<file path="src/rtl/neuron_mac_accumulator_pkg.sv">
// Shared types, width helpers and fixed-point constants for the neuron MAC slice.
package neuron_pkg;

   typedef enum logic [2:0] {
      IDLE,
      ACCUM,
      DRAIN,
      BIAS,
      HOLD
   } mac_state_t;

   localparam int DEF_DATA_W    = 8;
   localparam int DEF_ADDR_W    = 4;
   localparam int DEF_FRAC_BITS = 4;

   // Accumulator width that cannot overflow for 2**addr_w products plus a bias.
   function automatic int acc_width(input int data_w, input int addr_w);
      return 2 * data_w + addr_w + 1;
   endfunction

   // Largest positive output code.
   function automatic int max_out(input int data_w);
      return (1 << (data_w - 1)) - 1;
   endfunction

endpackage

</file>
<file path="src/rtl/neuron_mac_accumulator_if.sv">
// Input pair / output neuron handshake bundle.
interface neuron_mac_accumulator_if #(
   parameter int DATA_W = 8
);
   logic                     in_valid;
   logic                     in_ready;
   logic signed [DATA_W-1:0] in_data;
   logic signed [DATA_W-1:0] weight;
   logic signed [DATA_W-1:0] bias;
   logic                     out_valid;
   logic                     out_ready;
   logic        [DATA_W-1:0] out_data;
   logic                     sat;
   logic                     busy;

   modport master (
      output in_valid, in_data, weight, bias, out_ready,
      input  in_ready, out_valid, out_data, sat, busy
   );

   modport slave (
      input  in_valid, in_data, weight, bias, out_ready,
      output in_ready, out_valid, out_data, sat, busy
   );
endinterface

</file>
<file path="src/rtl/neuron_mac_accumulator_activation.sv">
// Fixed-point rescale, ReLU and saturation of the biased accumulator sum.
module neuron_activation
   import neuron_pkg::*;
#(
   parameter int ACC_W     = 21,
   parameter int DATA_W    = 8,
   parameter int FRAC_BITS = 4
) (
   input  logic signed [ACC_W-1:0]  s,
   output logic        [DATA_W-1:0] out_data,
   output logic                     sat
);

   localparam logic signed [ACC_W-1:0] MAX = ACC_W'(max_out(DATA_W));

   logic signed [ACC_W-1:0] r;

   // Arithmetic shift floors toward -inf, then clamp to 0..MAX.
   always_comb begin
      r        = s >>> FRAC_BITS;
      sat      = 1'b0;
      out_data = r[DATA_W-1:0];
      if (r[ACC_W-1]) begin
         out_data = '0;
      end else if (r > MAX) begin
         out_data = MAX[DATA_W-1:0];
         sat      = 1'b1;
      end
   end

endmodule

</file>
<file path="src/rtl/neuron_mac_accumulator.sv">
// Two-stage multiply-accumulate over 2**ADDR_W pairs, bias add and activation.
module neuron_mac_accumulator
   import neuron_pkg::*;
#(
   parameter int DATA_W    = DEF_DATA_W,
   parameter int ADDR_W    = DEF_ADDR_W,
   parameter int FRAC_BITS = DEF_FRAC_BITS,
   parameter int ACC_W     = acc_width(DATA_W, ADDR_W)
) (
   input  logic                  clk,
   input  logic                  reset,
   neuron_mac_accumulator_if.slave bus
);

   localparam int N     = 1 << ADDR_W;
   localparam int CNT_W = (ADDR_W > 0) ? ADDR_W : 1;
   localparam logic [CNT_W-1:0] LAST = CNT_W'(N - 1);

   mac_state_t                 state_q;
   logic [CNT_W-1:0]           cnt_q;
   logic signed [2*DATA_W-1:0] prod_q;
   logic                       prod_v_q;
   logic signed [ACC_W-1:0]    acc_q;
   logic signed [DATA_W-1:0]   bias_q;
   logic                       out_valid_q;
   logic [DATA_W-1:0]          out_data_q;
   logic                       sat_q;

   logic                       in_ready;
   logic                       accept;
   logic signed [2*DATA_W-1:0] prod_d;
   logic signed [ACC_W-1:0]    s_d;
   logic [DATA_W-1:0]          act_data;
   logic                       act_sat;

   // Handshake, product and biased sum are pure functions of current state/inputs.
   always_comb begin
      in_ready = (state_q == IDLE) || (state_q == ACCUM);
      accept   = bus.in_valid && in_ready;
      prod_d   = (2*DATA_W)'(bus.in_data) * (2*DATA_W)'(bus.weight);
      s_d      = acc_q + (ACC_W'(bias_q) <<< FRAC_BITS);
   end

   neuron_activation #(
      .ACC_W     (ACC_W),
      .DATA_W    (DATA_W),
      .FRAC_BITS (FRAC_BITS)
   ) u_act (
      .s        (s_d),
      .out_data (act_data),
      .sat      (act_sat)
   );

   // Product pipeline, accumulator and neuron sequencing FSM.
   always_ff @(posedge clk or posedge reset) begin
      if (reset) begin
         state_q     <= IDLE;
         cnt_q       <= '0;
         prod_q      <= '0;
         prod_v_q    <= 1'b0;
         acc_q       <= '0;
         bias_q      <= '0;
         out_valid_q <= 1'b0;
         out_data_q  <= '0;
         sat_q       <= 1'b0;
      end else begin
         prod_v_q <= accept;
         if (accept) prod_q <= prod_d;
         if (prod_v_q) acc_q <= acc_q + ACC_W'(prod_q);

         case (state_q)
            IDLE: begin
               if (accept) begin
                  bias_q  <= bus.bias;
                  cnt_q   <= (cnt_q == LAST) ? '0 : cnt_q + 1'b1;
                  state_q <= (cnt_q == LAST) ? DRAIN : ACCUM;
               end
            end
            ACCUM: begin
               if (accept) begin
                  cnt_q <= (cnt_q == LAST) ? '0 : cnt_q + 1'b1;
                  if (cnt_q == LAST) state_q <= DRAIN;
               end
            end
            DRAIN: state_q <= BIAS;
            BIAS: begin
               out_data_q  <= act_data;
               sat_q       <= act_sat;
               out_valid_q <= 1'b1;
               state_q     <= HOLD;
            end
            HOLD: begin
               if (bus.out_ready) begin
                  out_valid_q <= 1'b0;
                  sat_q       <= 1'b0;
                  acc_q       <= '0;
                  cnt_q       <= '0;
                  state_q     <= IDLE;
               end
            end
            default: state_q <= IDLE;
         endcase
      end
   end

   assign bus.in_ready  = in_ready;
   assign bus.out_valid = out_valid_q;
   assign bus.out_data  = out_data_q;
   assign bus.sat       = sat_q;
   assign bus.busy      = (state_q != IDLE);

endmodule

</file>
<file path="src/flat_wrapper.sv">
// flat-port wrapper written by rule: the top's interface ports become plain ports
module neuron_mac_accumulator_flat import neuron_pkg::*;
#(
   parameter int DATA_W    = DEF_DATA_W,
   parameter int ADDR_W    = DEF_ADDR_W,
   parameter int FRAC_BITS = DEF_FRAC_BITS,
   parameter int ACC_W     = acc_width(DATA_W, ADDR_W)
)
  (clk, reset, bus_in_valid, bus_in_data, bus_weight, bus_bias, bus_out_ready, bus_in_ready, bus_out_valid, bus_out_data, bus_sat, bus_busy);
  neuron_mac_accumulator_if #(.DATA_W(DATA_W)) bus_i ();
  input  logic clk;
  input  logic reset;
  input wire logic [$bits(bus_i.in_valid)-1:0] bus_in_valid;
  input wire logic [$bits(bus_i.in_data)-1:0] bus_in_data;
  input wire logic [$bits(bus_i.weight)-1:0] bus_weight;
  input wire logic [$bits(bus_i.bias)-1:0] bus_bias;
  input wire logic [$bits(bus_i.out_ready)-1:0] bus_out_ready;
  output wire logic [$bits(bus_i.in_ready)-1:0] bus_in_ready;
  output wire logic [$bits(bus_i.out_valid)-1:0] bus_out_valid;
  output wire logic [$bits(bus_i.out_data)-1:0] bus_out_data;
  output wire logic [$bits(bus_i.sat)-1:0] bus_sat;
  output wire logic [$bits(bus_i.busy)-1:0] bus_busy;
  assign bus_i.in_valid = bus_in_valid;
  assign bus_i.in_data = bus_in_data;
  assign bus_i.weight = bus_weight;
  assign bus_i.bias = bus_bias;
  assign bus_i.out_ready = bus_out_ready;
  assign bus_in_ready = bus_i.in_ready;
  assign bus_out_valid = bus_i.out_valid;
  assign bus_out_data = bus_i.out_data;
  assign bus_sat = bus_i.sat;
  assign bus_busy = bus_i.busy;
  neuron_mac_accumulator #(.DATA_W(DATA_W), .ADDR_W(ADDR_W), .FRAC_BITS(FRAC_BITS), .ACC_W(ACC_W)) u_core (.clk(clk), .reset(reset), .bus(bus_i));
endmodule
</file>
<file path="config.mk">
export PLATFORM = sky130hd
export DESIGN_NAME = neuron_mac_accumulator_flat
export DESIGN_NICKNAME = d
export VERILOG_FILES = /design/src/rtl/neuron_mac_accumulator_pkg.sv /design/src/rtl/neuron_mac_accumulator_if.sv /design/src/rtl/neuron_mac_accumulator_activation.sv /design/src/rtl/neuron_mac_accumulator.sv /design/src/flat_wrapper.sv
export SDC_FILE = /design/constraint.sdc
export NUM_CORES = 1
export LEC_CHECK = 0
export BUFFER_PORTS_ARGS = -buffer_cell sky130_fd_sc_hd__buf_2
export CELL_PAD_IN_SITES_DETAIL_PLACEMENT = 0
export CELL_PAD_IN_SITES_GLOBAL_PLACEMENT = 1
export CORE_ASPECT_RATIO = 1.4
export CORE_UTILIZATION = 33
export DETAILED_ROUTE_END_ITERATION = 12
export MAX_ROUTING_LAYER = met4
export PLACE_DENSITY = 0.6
export SETUP_SLACK_MARGIN = 0.1
export SYNTH_ARGS = -nofsm -noshare
export SYNTH_HDL_FRONTEND = slang
export SYNTH_HIERARCHICAL = 1
export SYNTH_SLANG_ARGS = --single-unit
</file>
<file path="constraint.sdc">
create_clock -name clk -period 3.85 [get_ports clk]
set_input_delay 0 -clock clk [delete_from_list [all_inputs] [get_ports clk]]
set_output_delay 0 -clock clk [all_outputs]
set_load 0.01 [all_outputs]
</file>
Word-level counts from Yosys, hierarchy flattened

Index checks and enable logic that the tools add are counted.

Register bits: 63
Input port bits: 28
Output and inout port bits: 12

Add/subtract/negate cells: 3
Multiply operators: 1
$lt $le $gt $ge: 1
Eq/ne operators: 10
Mux-type cells: 20
Reductions and logical operators: 11

Operators with widths:

| kind                | number |
|---|---|
| $mux 21             | 3 |
| $add 21x12->21      | 1 |
| $add 21x16->21      | 1 |
| $gt 17x8->1 const B | 1 |
| $mul 8x8->16        | 1 |
| $mux 8              | 2 |
| $pmux 3 s5          | 1 |
| $mux 3              | 4 |
| $mux 4              | 3 |
| $pmux 4 s2          | 1 |
| $eq 3x2->1 const B  | 2 |
| $ne 2x1->1 const B  | 3 |
| $add 4x1->4 const B | 1 |
| $eq 4x4->1 const B  | 1 |
| $ne 2x2->1 const B  | 2 |
| $pmux 1 s2          | 2 |
| $reduce_and 2->1    | 2 |
| $reduce_and 4->1    | 1 |
| $reduce_bool 2->1   | 2 |
| $eq 3x1->1 const B  | 1 |
| $eq 3x3->1 const B  | 1 |
| $logic_not 3->1     | 1 |
| $mux 1              | 3 |
| $reduce_and 3->1    | 1 |
| other kinds (5)     | 5 |

Depth between registers and ports, before layout

Depth in word-level cells: 5
Gate-level depth with buffers: 17
Mapped depth without buffers: 17

By module

The synthesis kept the hierarchy.

Modules (own cells, without submodules):

| module                 | times used | cells an instance | area each (um^2) |
|---|---|---|---|
| neuron_mac_accumulator | 1          | 736               | 6726.5 |
| neuron_activation      | 1          | 21                | 143.9 |

Worst setup path before layout

Ideal clock, no wire load.

Path type: input to register
From: input port bus_weight[7]
To: register u_core.prod_q[15]
Setup time: 0.095 ns
Data arrival time: 3.674 ns
Data required time: 3.755 ns
Path slack: 0.081 ns
Stages on the path: 14
Buffers on the path: 0
Cells stage by stage: inv_1 -> nor2_1 -> fa_1 -> fa_1 -> fa_1 -> inv_1 -> fa_1 -> inv_1 -> ha_1 -> a21o_1 -> a211o_1 -> o311ai_1 -> a21oi_1 -> o31ai_1

Longest elaborated chain between the ends: 1

Ends and longest elaborated chain:

| what                 | RTL line                     | RTL |
|---|---|---|
| from (decl)          | flat_wrapper.sv:15           | `input wire logic [$bits(bus_i.weight)-1:0] bus_weight;` |
| $mul 8x8->16         | neuron_mac_accumulator.sv:40 | `prod_d = (2*DATA_W)'(bus.in_data) * (2*DATA_W)'(bus.weight);` |
| to (signal assigned) | neuron_mac_accumulator.sv:68 | `if (accept) prod_q <= prod_d;` |
| to (decl)            | neuron_mac_accumulator.sv:21 | `logic signed [2*DATA_W-1:0] prod_q;` |

Every way passes these cells.
A chain may end at the register's enable or synchronous reset.

Worst setup path after layout

Same ends and word-level chain as after synthesis.

==> report_table.html <==
<table>
<tr><th>Metric</th><th>Value</th></tr>
<tr><th colspan="2">Synth</th></tr>
<tr><td>Synthesized netlist net count</td><td>908</td></tr>
<tr><td>Area of the mapped netlist</td><td>0.00687 sq mm</td></tr>
<tr><td>Fraction of post-synthesis cell area in the top cell type by area</td><td>22.9%</td></tr>
<tr><td>Mapped Cells</td><td>757</td></tr>
<tr><td>Share of flip-flops with an asynchronous set or reset after synthesis</td><td>100%</td></tr>
<tr><td>Commonest register cell after synthesis</td><td>dfrtp_1</td></tr>
<tr><td>Most area-consuming cells after synthesis</td><td>dfrtp_1 23%, fa_1 17%, ha_1 12%</td></tr>
<tr><td>XOR/XNOR Fraction of Synth Area</td><td>4.97%</td></tr>
<tr><td>Number of distinct standard cells referenced by the synthesized netlist</td><td>63</td></tr>
<tr><td>Yosys Warn Count</td><td>6</td></tr>
<tr><td>Synthesized-area fraction occupied by and/or/nand/nor cells</td><td>18.6%</td></tr>
<tr><td>Share of cell area taken by muxes after synthesis</td><td>4.21%</td></tr>
<tr><td>Combinational family with the most area after synthesis</td><td>adder cells</td></tr>
<tr><td>Fraction of the yosys area taken by sequential cells</td><td>22.9%</td></tr>
<tr><td>Area share of fa/ha/maj cells after synthesis</td><td>28.6%</td></tr>
<tr><td>Synth Area per Inst</td><td>9.08 sq um</td></tr>
<tr><td>Number of synthesized flops with an enable pin</td><td>0</td></tr>
<tr><td>Share of the synthesized area in compound gates (AO/OA/AOI/OAI)</td><td>13.9%</td></tr>
<tr><td>Flops &amp; latches, synth</td><td>63</td></tr>
<tr><td>Cell type contributing the most total cell area after synthesis</td><td>dfrtp_1</td></tr>
<tr><th colspan="2">Clock tree</th></tr>
<tr><td>CTS root buf</td><td>clkbuf_16</td></tr>
<tr><td>Clock buffers created by TritonCTS</td><td>9</td></tr>
<tr><td>CTS tree</td><td>done</td></tr>
<tr><td>H-tree lvl count</td><td>3</td></tr>
<tr><td>Clock insertion delay at the later pin of the skew report</td><td>0.33 ns</td></tr>
<tr><td>Number of clock sinks</td><td>63</td></tr>
<tr><td>Clock Pin Slew Worst Setup and Hold Paths</td><td>0.05 ns</td></tr>
<tr><td>Largest buffer count on any clock path</td><td>2</td></tr>
<tr><th colspan="2">Drt</th></tr>
<tr><td>WL/cell</td><td>14.6 um</td></tr>
<tr><td>DR vias</td><td>5528</td></tr>
<tr><td>Iteration count of the initial detailed-routing pass</td><td>4</td></tr>
<tr><td>Detailed Route WL</td><td>16.3 mm</td></tr>
<tr><td>Drt initial violations</td><td>175</td></tr>
<tr><td>Residual antenna-violating net count after detailed routing</td><td>0</td></tr>
<tr><td>Routed via count divided by cell count</td><td>4.95</td></tr>
<tr><td>Remaining design rule violation count</td><td>0</td></tr>
<tr><th colspan="2">Setup path</th></tr>
<tr><td>Cell-by-cell listing of the critical path</td><td>buf_2 &gt; inv_1 &gt; nor2_1 &gt; fa_1 &gt; fa_1 &gt; fa_1 &gt; inv_1 &gt; fa_1 &gt; inv_1 &gt; ha_1 &gt; a21o_1 &gt; a211o_1 &gt; o311ai_2 &gt; a21oi_1 &gt; o31ai_1</td></tr>
<tr><td>Worst setup slack for register-to-register paths</td><td>0.44 ns</td></tr>
<tr><td>Slowest cell on the critical path</td><td>fa_1</td></tr>
<tr><td>Highest net fanout along the worst path</td><td>4</td></tr>
<tr><td>Kind of critical path</td><td>primary input to flip-flop</td></tr>
<tr><td>Largest stage delay on the critical path</td><td>0.58 ns</td></tr>
<tr><td>Endpoint class of the critical path</td><td>flip-flop</td></tr>
<tr><td>Required time of the critical path</td><td>4.08 ns</td></tr>
<tr><td>Critical path's most frequent cell</td><td>fa_1</td></tr>
<tr><td>Arrival @ worst endpoint</td><td>3.88 ns</td></tr>
<tr><td>Startpoint types</td><td>primary input</td></tr>
<tr><td>Worst-case reg-to-reg path depth</td><td>11</td></tr>
<tr><th colspan="2">STA</th></tr>
<tr><td>Clock period minus worst slack</td><td>3.65 ns</td></tr>
<tr><td>Final setup margin</td><td>0.201 ns</td></tr>
<tr><td>Worst clock skew</td><td>0.00699 ns</td></tr>
<tr><td>Pin slew with the least headroom to its limit</td><td>0.994 ns</td></tr>
<tr><td>Final worst path period share</td><td>94.8%</td></tr>
<tr><td>Max-slew headroom at the worst pin</td><td>33.6%</td></tr>
<tr><td>Final number of hold-violating endpoints</td><td>0</td></tr>
<tr><td>Highest clock frequency the design can meet</td><td>0.274 GHz</td></tr>
<tr><td>Setup repair after global routing missed its margin</td><td>true</td></tr>
<tr><td>Final number of setup-violating endpoints</td><td>0</td></tr>
<tr><td>Final number of max-transition violations</td><td>0</td></tr>
<tr><th colspan="2">GRT</th></tr>
<tr><td>Overflow left after global routing</td><td>0</td></tr>
<tr><td>First-pass GRT wire length</td><td>27.9 mm</td></tr>
<tr><td>Vias in the first global route</td><td>5903</td></tr>
<tr><td>Global-route usage over all layers</td><td>17.0%</td></tr>
<tr><td>Largest net degree at the start of global routing</td><td>46</td></tr>
<tr><td>Number of antenna violations at the first check in global routing</td><td>0</td></tr>
<tr><th colspan="2">Pwr</th></tr>
<tr><td>Portion of total power attributed to sequential cells</td><td>17.2%</td></tr>
<tr><td>Net switching power</td><td>3.51 mW</td></tr>
<tr><td>PnR Total Power</td><td>7.42 mW</td></tr>
<tr><td>LEAKAGE</td><td>3.98 nW</td></tr>
<tr><td>Clk network pwr share</td><td>10.0%</td></tr>
<tr><td>Worst-case vdd ir drop</td><td>0.319 mV</td></tr>
<tr><td>Power density over the cells</td><td>913 mW/mm^2</td></tr>
<tr><td>Proportion of total power due to net switching</td><td>47.3%</td></tr>
<tr><td>Gate power share</td><td>72.8%</td></tr>
<tr><td>Int Pwr</td><td>3.91 mW</td></tr>
<tr><th colspan="2">Placed design</th></tr>
<tr><td>Port Buffer Count</td><td>39</td></tr>
<tr><td>Post-DP HPWL</td><td>13.4 mm</td></tr>
<tr><td>Final RePlAce weighted congestion</td><td>0.874</td></tr>
<tr><td>Instance count after placement with tap cells included</td><td>1090</td></tr>
<tr><td>Post-place setup slack</td><td>-0.177 ns</td></tr>
<tr><th colspan="2">Finish</th></tr>
<tr><td>Post-route non-filler standard cell count</td><td>1117</td></tr>
<tr><td>Antenna diode instance count</td><td>0</td></tr>
<tr><td>Count of nets after finishing</td><td>1007</td></tr>
<tr><td>Fillcell total</td><td>2114</td></tr>
<tr><td>Final cell utilization of the core</td><td>39.7%</td></tr>
<tr><td>Share of cells above drive strength 1</td><td>16.6%</td></tr>
<tr><td>Signed area change from the synthesized netlist to the final layout</td><td>18.3%</td></tr>
<tr><td>Area occupied by multi-input gates</td><td>0.00485 sq mm</td></tr>
<tr><td>Sequential Area</td><td>0.00158 sq mm</td></tr>
<tr><th colspan="2">Floorplanning</th></tr>
<tr><td>Height of the chip</td><td>173 um</td></tr>
<tr><td>Number of rows in the core area</td><td>62</td></tr>
<tr><td>Horizontal die dimension</td><td>124 um</td></tr>
<tr><td>Starting utilization of the core area</td><td>33.5%</td></tr>
<tr><td>DIE AREA</td><td>0.0214 sq mm</td></tr>
<tr><td>I/O Pins</td><td>40</td></tr>
<tr><td>Core area</td><td>0.0205 sq mm</td></tr>
<tr><th colspan="2">Run</th></tr>
<tr><td>Total of max-cap violations</td><td>0</td></tr>
<tr><th colspan="2">Outcome</th></tr>
<tr><td>Outcome</td><td>completed</td></tr>
<tr><th colspan="2">Worst hold path</th></tr>
<tr><td>Class of the tightest hold or removal check</td><td>primary input to flip-flop</td></tr>
<tr><td>Worst hold path cell count</td><td>4</td></tr>
</table>
==> Yosys cell counts (2+ instances only) <==
cell type,number
and4b_1,3
and2_1,40
nand4_1,2
and3_1,5
nor2b_1,3
o21a_1,2
buf_2,3
buf_1,4
nor3b_1,7
clkbuf_1,9
ha_1,66
nand4b_1,4
xnor2_1,30
o41ai_2,2
o31a_1,2
a41oi_1,8
o21ai_1,11
nor3_1,13
nor2_1,31
a21oi_1,43
mux2_2,15
xor2_1,9
inv_1,104
o31ai_1,4
dfrtp_1,63
nor4b_1,2
nor4_1,2
nand3_1,22
a21oi_2,2
nand2_1,69
o21ai_0,24
fa_1,57
a211o_1,2
a21o_1,17
a211oi_1,5
o21bai_1,8
or3_1,5
nand3b_1,9
a21boi_1,2
mux2i_1,12
nand2b_1,14
==> area by class of cell <==
| cell class | count | share of cell area [%] |
|---|---|---|
| Sequential cell | 63 | 19.4 |
| Inverter | 104 | 4.80 |
| Clock buffer | 9 | 2.77 |
| Multi-Input combinational cell | 573 | 59.7 |
| Tap cell | 256 | 3.94 |
| Timing Repair Buffer | 105 | 8.84 |
| Clock inverter | 7 | 0.585 |
==> layout by cell type (no fill, tap or decap), types with 4 or more instances in the layout <==
| cell type | netlist | final |
|---|---|---|
| o21ai_1 | 11 | 11 |
| a41oi_1 | 8 | 8 |
| mux2i_1 | 12 | 12 |
| mux2_2 | 15 | 15 |
| nor3b_1 | 7 | 7 |
| a21oi_1 | 43 | 42 |
| o21bai_1 | 8 | 8 |
| nor2_1 | 31 | 31 |
| a21o_1 | 17 | 17 |
| inv_1 | 104 | 103 |
| buf_2 | 3 | 39 |
| buf_4 | 1 | 55 |
| a211oi_1 | 5 | 5 |
| nand3b_1 | 9 | 9 |
| and2_1 | 40 | 40 |
| or3_1 | 5 | 5 |
| and3_1 | 5 | 5 |
| nor3_1 | 13 | 13 |
| o31ai_1 | 4 | 4 |
| ha_1 | 66 | 66 |
| xnor2_1 | 30 | 30 |
| fa_1 | 57 | 57 |
| dfrtp_1 | 63 | 63 |
| nand2_1 | 69 | 67 |
| nand3_1 | 22 | 22 |
| xor2_1 | 9 | 9 |
| dlygate4sd3_1 | 0 | 11 |
| o21ai_0 | 24 | 24 |
| nand2b_1 | 14 | 14 |
| clkbuf_16 | 0 | 9 |
| nand4b_1 | 4 | 4 |
==> what timing repair did <==
| item | in CTS | in global routing |
|---|---|---|
| hold endpoints to repair | 55 | 0 |
| setup endpoints to repair | 0 | 4 |
| hold buffers | 11 | 0 |
| gates resized for setup | 0 | 3 |
| buffers inserted | 0 | 0 |
==> stage by stage <==
step                hold WS (ns)  setup TNS (ns)  instance area, sq um
global placement           0.211          -0.468                  7730
CTS                       0.0994               0                  8120
detailed placement         0.209          -0.508                  7730
global route               0.130               0                  8130
floorplan                  0.107               0                  6880
finish                    0.0892               0                  8130
==> kinds of logic after synthesis <==
kind of cell | count (synthesis)
other | 1
AO/OA/AOI/OAI | 145
XOR/XNOR | 39
buffers and inverters | 121
multiplexers | 27
AND/OR/NAND/NOR | 238
flip-flops | 63
adder cells (fa/ha/maj) | 123
==> worst paths after layout <==
check,from,endpoint
setup / recovery,bus_weight[7],u_core/prod_q[15]
hold / removal,bus_in_data[0],u_core/prod_q[0]
max in group asynchronous,reset,u_core/acc_q[3]
min in group asynchronous,reset,u_core/cnt_q[1]
hold reg to reg,u_core/bus.out_valid,u_core/bus.out_valid
setup reg to reg,u_core/acc_q[5],u_core/bus.out_data[6]
==> power groups by stage <==
stage	Sequential [mW]	Clock, mW	Combinational [mW]
CTS	1.28	0.773	5.45
finish	1.28	0.743	5.40
global route	1.33	0.801	6.14
global placement	1.28	0	5.32
detailed placement	1.29	0	5.40
floorplan	1.17	0	4.10
==> state kept, by name, indices dropped and copies added, names as in the netlist <==
name / cells
u_core/prod_v_q: 1
u_core/bias_q: 8
u_core/cnt_q: 4
u_core/bus.sat: 1
u_core/bus.out_valid: 1
u_core/acc_q: 21
u_core/bus.out_data: 8
u_core/prod_q: 16
u_core/state_q: 3
==> layer usage <==
layer,part of all wire [%],global-route usage [%],up-vias
li1,-,-,2767
met1,40,17.5,2670
met2,55,32.1,68
met3,1.5,1.68,23
met4,3.0,6.35,0
met5,0,-,-
==> critical path: cells and delay by family <==
kind            cells  cell delay, ns
fa+ha+maj           5            2.41
simple gates        1            0.08
buf+inv             4            0.31
compound gates      5            1.08
No activity file was read; power rests on OpenSTA's default activity.
